[src/rtl/spi_slave_interface_if.sv]
// SPI slave bus bundle: pin-level SPI signals plus the parallel word side.
// The master modport drives the pins and tx_data; the slave modport is the responder's view.
interface spi_slave_interface_if #(
  parameter int unsigned FRAME_BITS = 16
);
  logic                  sclk;
  logic                  ss_n;
  logic                  mosi;
  logic                  miso;
  logic [FRAME_BITS-1:0] tx_data;
  logic [FRAME_BITS-1:0] rx_data;
  logic                  rx_valid;
  logic                  busy;
  logic                  frame_err;

  modport master (
    output sclk, ss_n, mosi, tx_data,
    input  miso, rx_data, rx_valid, busy, frame_err
  );

  modport slave (
    input  sclk, ss_n, mosi, tx_data,
    output miso, rx_data, rx_valid, busy, frame_err
  );
endinterface

[src/rtl/spi_slave_interface.sv]
// SPI mode-3 responder: 16-bit MSB-first frames, word returned on MISO in the same frame.
// All SPI pins are synchronised into clk; edges are single-cycle events on the synchronised copies.
module spi_slave_interface #(
  parameter int unsigned FRAME_BITS  = 16,
  parameter int unsigned SYNC_STAGES = 2
) (
  input logic                  clk,
  input logic                  rst,
  spi_slave_interface_if.slave bus
);

  localparam int unsigned CntW  = $clog2(FRAME_BITS + 1);
  localparam int unsigned WarmW = $clog2(SYNC_STAGES + 2);
  localparam logic [CntW-1:0]  LastBit  = CntW'(FRAME_BITS - 1);
  // Edge detection needs both the last sync stage and its delayed copy to hold real pin samples.
  localparam logic [WarmW-1:0] WarmDone = WarmW'(SYNC_STAGES + 1);

  typedef enum logic [1:0] {StIdle, StActive, StDone} state_e;

  logic [1:0]             rst_sync_q;
  logic                   rst_int;
  logic [SYNC_STAGES-1:0] sclk_sync_q, ss_sync_q, mosi_sync_q;
  logic                   sclk_prev_q, ss_prev_q;
  logic [WarmW-1:0]       warm_q;
  logic                   sclk_s, ss_s, mosi_s, edge_en;
  logic                   sclk_rise, sclk_fall, ss_rise, ss_fall;

  state_e                 state_q;
  logic                   miso_q, rx_valid_q, busy_q, frame_err_q, valid_pend_q;
  logic [FRAME_BITS-1:0]  rx_data_q, tx_shift_q;
  // MSB of the receive word is never needed from the shifter; the last bit comes from mosi_s.
  logic [FRAME_BITS-2:0]  rx_shift_q;
  logic [CntW-1:0]        bit_cnt_q;
  logic [FRAME_BITS-1:0]  rx_word;

  // Reset: asserts asynchronously, releases on clk.
  always_ff @(posedge clk or posedge rst) begin
    if (rst) rst_sync_q <= 2'b11;
    else     rst_sync_q <= {rst_sync_q[0], 1'b0};
  end
  assign rst_int = rst_sync_q[1];

  // Pin synchronisers (preset high = SPI idle level) and warm-up gate for edge detection.
  always_ff @(posedge clk or posedge rst_int) begin
    if (rst_int) begin
      sclk_sync_q <= '1;
      ss_sync_q   <= '1;
      mosi_sync_q <= '1;
      sclk_prev_q <= 1'b1;
      ss_prev_q   <= 1'b1;
      warm_q      <= '0;
    end else begin
      sclk_sync_q <= {sclk_sync_q[SYNC_STAGES-2:0], bus.sclk};
      ss_sync_q   <= {ss_sync_q[SYNC_STAGES-2:0], bus.ss_n};
      mosi_sync_q <= {mosi_sync_q[SYNC_STAGES-2:0], bus.mosi};
      sclk_prev_q <= sclk_s;
      ss_prev_q   <= ss_s;
      if (warm_q != WarmDone) warm_q <= warm_q + 1'b1;
    end
  end

  assign sclk_s  = sclk_sync_q[SYNC_STAGES-1];
  assign ss_s    = ss_sync_q[SYNC_STAGES-1];
  assign mosi_s  = mosi_sync_q[SYNC_STAGES-1];
  // A low ss_n at reset release is not a falling edge: edges wait for real samples.
  assign edge_en = (warm_q == WarmDone);

  assign sclk_rise = edge_en & ~sclk_prev_q &  sclk_s;
  assign sclk_fall = edge_en &  sclk_prev_q & ~sclk_s;
  assign ss_rise   = edge_en & ~ss_prev_q   &  ss_s;
  assign ss_fall   = edge_en &  ss_prev_q   & ~ss_s;

  assign rx_word = {rx_shift_q, mosi_s};

  // Frame FSM with registered outputs.
  always_ff @(posedge clk or posedge rst_int) begin
    if (rst_int) begin
      state_q      <= StIdle;
      miso_q       <= 1'b1;
      rx_data_q    <= '0;
      rx_valid_q   <= 1'b0;
      busy_q       <= 1'b0;
      frame_err_q  <= 1'b0;
      valid_pend_q <= 1'b0;
      tx_shift_q   <= '0;
      rx_shift_q   <= '0;
      bit_cnt_q    <= '0;
    end else begin
      // rx_valid trails the rx_data update by one cycle.
      rx_valid_q   <= valid_pend_q;
      valid_pend_q <= 1'b0;
      frame_err_q  <= 1'b0;
      unique case (state_q)
        StIdle: begin
          miso_q <= 1'b1;
          if (ss_fall) begin
            tx_shift_q <= bus.tx_data;
            rx_shift_q <= '0;
            bit_cnt_q  <= '0;
            busy_q     <= 1'b1;
            state_q    <= StActive;
          end
        end
        StActive: begin
          if (ss_rise) begin
            miso_q  <= 1'b1;
            busy_q  <= 1'b0;
            state_q <= StIdle;
            // Final rising edge coinciding with ss_n release still completes the frame.
            if (sclk_rise && bit_cnt_q == LastBit) begin
              rx_data_q    <= rx_word;
              valid_pend_q <= 1'b1;
            end else begin
              frame_err_q <= 1'b1;
            end
          end else begin
            if (sclk_fall) begin
              miso_q     <= tx_shift_q[FRAME_BITS-1];
              tx_shift_q <= {tx_shift_q[FRAME_BITS-2:0], 1'b0};
            end
            if (sclk_rise) begin
              rx_shift_q <= rx_word[FRAME_BITS-2:0];
              bit_cnt_q  <= bit_cnt_q + 1'b1;
              if (bit_cnt_q == LastBit) begin
                rx_data_q    <= rx_word;
                valid_pend_q <= 1'b1;
                state_q      <= StDone;
              end
            end
          end
        end
        StDone: begin
          if (ss_rise) begin
            miso_q  <= 1'b1;
            busy_q  <= 1'b0;
            state_q <= StIdle;
          end
        end
        default: state_q <= StIdle;
      endcase
    end
  end

  assign bus.miso      = miso_q;
  assign bus.rx_data   = rx_data_q;
  assign bus.rx_valid  = rx_valid_q;
  assign bus.busy      = busy_q;
  assign bus.frame_err = frame_err_q;

endmodule
[src/flat_wrapper.sv]
// flat-port wrapper written by rule: the top's interface ports become plain ports
module spi_slave_interface_flat 
#(
  parameter int unsigned FRAME_BITS  = 16,
  parameter int unsigned SYNC_STAGES = 2
)
  (clk, rst, bus_sclk, bus_ss_n, bus_mosi, bus_tx_data, bus_miso, bus_rx_data, bus_rx_valid, bus_busy, bus_frame_err);
  spi_slave_interface_if #(.FRAME_BITS(FRAME_BITS)) bus_i ();
  input logic clk;
  input logic rst;
  input wire logic [$bits(bus_i.sclk)-1:0] bus_sclk;
  input wire logic [$bits(bus_i.ss_n)-1:0] bus_ss_n;
  input wire logic [$bits(bus_i.mosi)-1:0] bus_mosi;
  input wire logic [$bits(bus_i.tx_data)-1:0] bus_tx_data;
  output wire logic [$bits(bus_i.miso)-1:0] bus_miso;
  output wire logic [$bits(bus_i.rx_data)-1:0] bus_rx_data;
  output wire logic [$bits(bus_i.rx_valid)-1:0] bus_rx_valid;
  output wire logic [$bits(bus_i.busy)-1:0] bus_busy;
  output wire logic [$bits(bus_i.frame_err)-1:0] bus_frame_err;
  assign bus_i.sclk = bus_sclk;
  assign bus_i.ss_n = bus_ss_n;
  assign bus_i.mosi = bus_mosi;
  assign bus_i.tx_data = bus_tx_data;
  assign bus_miso = bus_i.miso;
  assign bus_rx_data = bus_i.rx_data;
  assign bus_rx_valid = bus_i.rx_valid;
  assign bus_busy = bus_i.busy;
  assign bus_frame_err = bus_i.frame_err;
  spi_slave_interface #(.FRAME_BITS(FRAME_BITS), .SYNC_STAGES(SYNC_STAGES)) u_core (.clk(clk), .rst(rst), .bus(bus_i));
endmodule
[config.mk]
export PLATFORM = sky130hd
export DESIGN_NAME = spi_slave_interface_flat
export DESIGN_NICKNAME = d
export VERILOG_FILES = /design/src/rtl/spi_slave_interface_if.sv /design/src/rtl/spi_slave_interface.sv /design/src/flat_wrapper.sv
export SDC_FILE = /design/constraint.sdc
export NUM_CORES = 1
export LEC_CHECK = 0
export ABC_CLOCK_PERIOD_IN_PS = 4420
export CORE_ASPECT_RATIO = 1.1
export CORE_UTILIZATION = 55
export CTS_CLUSTER_DIAMETER = 120
export DETAILED_ROUTE_END_ITERATION = 10
export PLACE_DENSITY = 0.79
export SYNTH_ARGS = -nofsm -noshare
export SYNTH_HDL_FRONTEND = slang
export SYNTH_SLANG_ARGS = --single-unit
[constraint.sdc]
create_clock -name clk -period 4.42 [get_ports clk]
set_input_delay 0.442 -clock clk [delete_from_list [all_inputs] [get_ports clk]]
set_output_delay 0.442 -clock clk [all_outputs]
set_load 0.02 [all_outputs]
After elaboration in Yosys (flattened, before gate mapping). Cells that the tools add are included.

Add/subtract/negate cells: 2. Equality and inequality tests: 15. Muxes and demuxes: 37. Bitwise logic cells: 12. Reduce and logical (&&, ||, !) cells: 14.

Operators with widths (count): 16-bit 2-to-1 mux (7); 15-bit 2-to-1 mux (3); 16-bit case mux with 2 select lines (1); 15-bit case mux with 2 select lines (1); 4-bit AND reduction (4); 5-bit 2-to-1 mux (3); 1-bit 2-to-1 mux (13); 2-bit 2-to-1 mux (5); 2-bit by 1-bit inequality test with 1-bit output (second input constant) (5); 5-bit case mux with 2 select lines (1); 3-bit by 1-bit inequality test with 1-bit output (second input constant) (3); 1-bit AND (8); 2-bit nonzero test (4); 2-bit inequality test (second input constant) (3); 2-bit case mux with 3 select lines (1); 3-bit AND reduction (2); 5-bit by 1-bit adder with 5-bit output (second input constant) (1); 5-bit by 4-bit equality test with 1-bit output (second input constant) (1); 2-bit equality test (second input constant) (2); 1-bit inverter (4); 1-bit case mux with 3 select lines (1); 3-bit nonzero test (1); 2-bit by 1-bit adder with 2-bit output (second input constant) (1); 2-bit by 1-bit equality test with 1-bit output (second input constant) (1); 4 further kinds (4).

Register bits: 71. Word-level logic and storage cells: 97.

Logic depth before layout (Yosys ltp).
Word-level depth: 7. Depth in mapped cells: 8. Mapped depth without buffers: 7.

Worst setup path after synthesis. OpenSTA, ideal clock, no wires.

Path type: register to register. Start: reg u_core.state_q[1]. End: reg u_core.tx_shift_q[15]. Arrival time: 1732 ps. Setup slack: 2556 ps. Stages on the path, launching flop included: 9. Buffers on the path: 3. Period minus slack after synthesis: 1864 ps. Path through: dfrtp_1 > inv_1 > ha_1 > clkbuf_2 > clkbuf_1 > nand2_1 > clkbuf_1 > o32ai_1 > a21oi_1.

Word-level cells in the longest chain between the ends: 3.

RTL lines: start, declared (line spi_slave_interface.sv:28) `state_e state_q;`; start signal, assigned (line spi_slave_interface.sv:78) `state_q <= StIdle;`; start signal, assigned (line spi_slave_interface.sv:101) `state_q <= StActive;`; start signal, assigned (line spi_slave_interface.sv:108) `state_q <= StIdle;`; 2-bit by 1-bit equality test with 1-bit output or 2-bit logical NOT (tied branches) (line spi_slave_interface.sv:93) `unique case (state_q)`; 2-bit by 1-bit inequality test with 1-bit output (no source line) (tied with other cells); 4-bit AND reduction (no source line); end signal, assigned (line spi_slave_interface.sv:97) `tx_shift_q <= bus.tx_data;`; end signal, assigned (line spi_slave_interface.sv:119) `tx_shift_q <= {tx_shift_q[FRAME_BITS-2:0], 1'b0};`; end, declared (line spi_slave_interface.sv:30) `logic [FRAME_BITS-1:0] rx_data_q, tx_shift_q;`.

Parallel ways exist; a longest one is shown, timed or not. A chain may end at the register's enable or synchronous reset.

Worst setup path after layout.
Start: reg u_core.state_q[1]. End: reg u_core.rx_shift_q[1].

Word-level cells in the longest chain between the ends: 3.

RTL lines: 2-bit by 1-bit equality test with 1-bit output or 2-bit logical NOT (tied branches) (line spi_slave_interface.sv:93); 2-bit by 1-bit inequality test with 1-bit output (no source line) (tied with other cells); 4-bit AND reduction (no source line); end signal, assigned (line spi_slave_interface.sv:122) `rx_shift_q <= rx_word[FRAME_BITS-2:0];`; end, declared (line spi_slave_interface.sv:32) `logic [FRAME_BITS-2:0] rx_shift_q;`.

Parallel ways exist; a longest one is shown, timed or not.

==> impl_metrics.toml <==
[outcome]
status = "completed"

[setup_path]
cp.required_ps = 4670
crit_path_max_incr_delay_ps = 820
crit_path_end_kind = "flop"
cpMaxStageDelayCell = "o21ai_2"
worstSetupPathType = "flop to flop"
path_buf_inv = 1
critPathTopFamily = "compound AO/OA/AOI/OAI gates"
worstPathCellList = "inv_1, ha_1, a2111oi_2, o21ai_2, mux2i_1"
r2r_start = "u_core.state_q[1]"
critPathLaunch = "u_core.state_q[1]"
critPathLaunchType = "flop"
cp.arrival_ps = 2960
worstPathMaxFanout = 25

[hold_path]
hp-class = "flop to flop"
min_from = "u_core.ss_sync_q[0]"

[timing]
finalHoldWorstSlack_ps = 354.1
period_minus_slack_ps = 2711
hold_viol_final = 0
skew_ps = 6.894
fin_crit_sh_pct = 61.33
setup_viol_count_final = 0
rsz0062_at_grt = "no"
setup_slack_ps = 1709
finalMaxSlewViolations = 0
setup_tns_ps = 0
slew_headroom_pct = 35.08
tightest_slew_ps = 967.3
clock.fmax_mhz = 368.9

[route]
vias_per_cell = 5.317
drtAntennaViolNets = 0
drtIter0Drc = 125
finalWirelength_um = 5568
drt-pass1-iter-count = 4
vias = 2063
drc = 0
avgRoutedWirePerCell_um = 14.35

[die]
die_y_um = 80.70
die_w_um = 73.55
die-area_um2 = 5935
pin_count = 41
initial_core_util_pct = 57.40
row_count = 28
core_area_um2 = 5395

[global_route]
grt_first_pass_wirelength_um = 9211
grt_max_degree = 38
antenna_found_initial = 0
grt_pass1_vias = 1980
grt-ovfl-total = 0
track_usage_pct = 20.81

[finish]
antenna_cells = 0
areaGrowthSynthToFinish_pct = 20.61
final_cell_count_no_fill = 388
ff_latch_area_um2 = 1790
nFillCells = 439
multiInputGateArea_um2 = 1094
drive_above_1_share_pct = 14.38
fin_nets = 336
postLayoutCoreUtil_pct = 69.23

[logic_synthesis]
synth_area_leader_cell = "dfrtp_1"
ys_seq_area_share_pct = 57.82
syn_area_um2 = 3097
syn_inst = 270
async_flop_share_pct = 100.0
synth-edff-count = 0
yosys_warnings = 0
synth.net_count = 298
yosysMostFrequentCell = "dfrtp_1"
synth_top_area_share_pct = 48.48
ys.flop_type = "dfrtp_1"
synthDistinctLibCells = 44
synth.area.top_cells = "dfrtp_1, dfstp_2, inv_1, o32ai_1, mux2i_1"
ys_top_cells_by_count = "dfrtp_1, inv_1, nand2_1"
avgSynthCellArea_um2 = 11.47
synth_seq_cells = 71

[cts]
hold_buffers = 0
ctsResizeCount = 0
numCtsBuffers = 9
clockBufferDepth = 2
cts_setup_buffers = 0
htree_levels = 3
root_buffer = "clkbuf_8"
clock_latency_ps = 350
cts.sinks = 71
cts.clk_slew.worst_paths_ps = 70
cts_tree = "done"

[placement]
dp_hpwl_um = 3573
gp_congestion = 0.7788
dp_cells = 372
pre_cts_ws_ps = 1740
numPortBuffers = 40

[flow_run]
maxCapViolCount = 0

[power]
power.density_nw_per_um2 = 490.5
p_leak_nw = 1.723
vdd_drop_max_mv = 0.3386
==> kinds of logic after synthesis <==
kind of cell / Yosys count / synth area share [%]
flops: 71 / 57.82
compound gates: 69 / 16.00
simple gates: 52 / 8.970
buf+inv: 48 / 6.868
mux: 20 / 6.788
fa+ha+maj: 8 / 3.151
other cells: 1 / 0.1211
xor+xnor: 1 / 0.2829
==> final timing paths <==
kind	end	slack [ps]	depth (start not counted)
max in group asynchronous	u_core.mosi_sync_q[1]	3140	2
worst min-delay path	u_core.ss_sync_q[1]	350	0
worst max-delay path	u_core.rx_shift_q[1]	1710	5
worst min register to register	u_core.ss_sync_q[1]	350	0
min in group asynchronous	u_core.bus.busy	360	1
worst max register to register	u_core.rx_shift_q[1]	1710	5
==> state kept, by name, indices dropped and copies added (netlist names) <==
register	count
u_core.bit_cnt_q	5
u_core.state_q	2
u_core.mosi_sync_q	2
u_core.warm_q	2
u_core.sclk_prev_q	1
u_core.ss_sync_q	2
u_core.bus.frame_err	1
u_core.bus.rx_data	16
u_core.bus.rx_valid	1
u_core.valid_pend_q	1
u_core.bus.busy	1
u_core.bus.miso	1
u_core.tx_shift_q	16
u_core.ss_prev_q	1
u_core.rx_shift_q	15
u_core.rst_sync_q	2
u_core.sclk_sync_q	2
==> cell usage in the layout, fill, tap and decap left out, types with 8 or more instances in the layout <==
cell	n
clkbuf_8	10
a21oi_1	19
dfrtp_1	60
mux2i_1	12
mux2_2	8
clkdlybuf4s50_1	40
o21ai_0	13
o32ai_1	14
dfstp_2	11
inv_1	33
nand2_1	25
==> where the power goes <==
part	internal, mW	switching (mW)	total, mW
Clock	0.331	0.235	0.566
Combinational	0.175	0.266	0.441
Sequential	0.764	0.0612	0.825
==> worst reg2reg max path, delay by kind of cell (launching register included) <==
kind,cells,cell delay (ps)
compound gates,2,1010
fa+ha+maj,1,740
buf+inv,1,120
flops,1,430
mux,1,330
==> per-layer routing <==
metal  vias up  track usage, %  share of wire, %
li1       1012               -                 -
met1      1007           27.11                46
met2        35           33.03                48
met3         9           5.772               3.5
met4         0           8.077               1.7
met5         -               0                 0
==> stage by stage <==
stage                     power (mW)  cell area (um2)
after floorplan                1.179             3097
after global placement         1.256             3513
after detailed placement       1.277             3513
after CTS                      1.845             3735
after global routing           1.932             3735
final                          1.832             3735
==> final cells by class <==
cell class                 instances  share of cell area (%)
clock buffer                      10                   3.685
timing repair buffer              41                   10.92
clock inverter                     6                   2.245
multi-input combinational        151                   29.28
tap                               75                   2.513
inverter                          34                   3.417
sequential                        71                   47.94
Power figures use the tool's default switching activity.
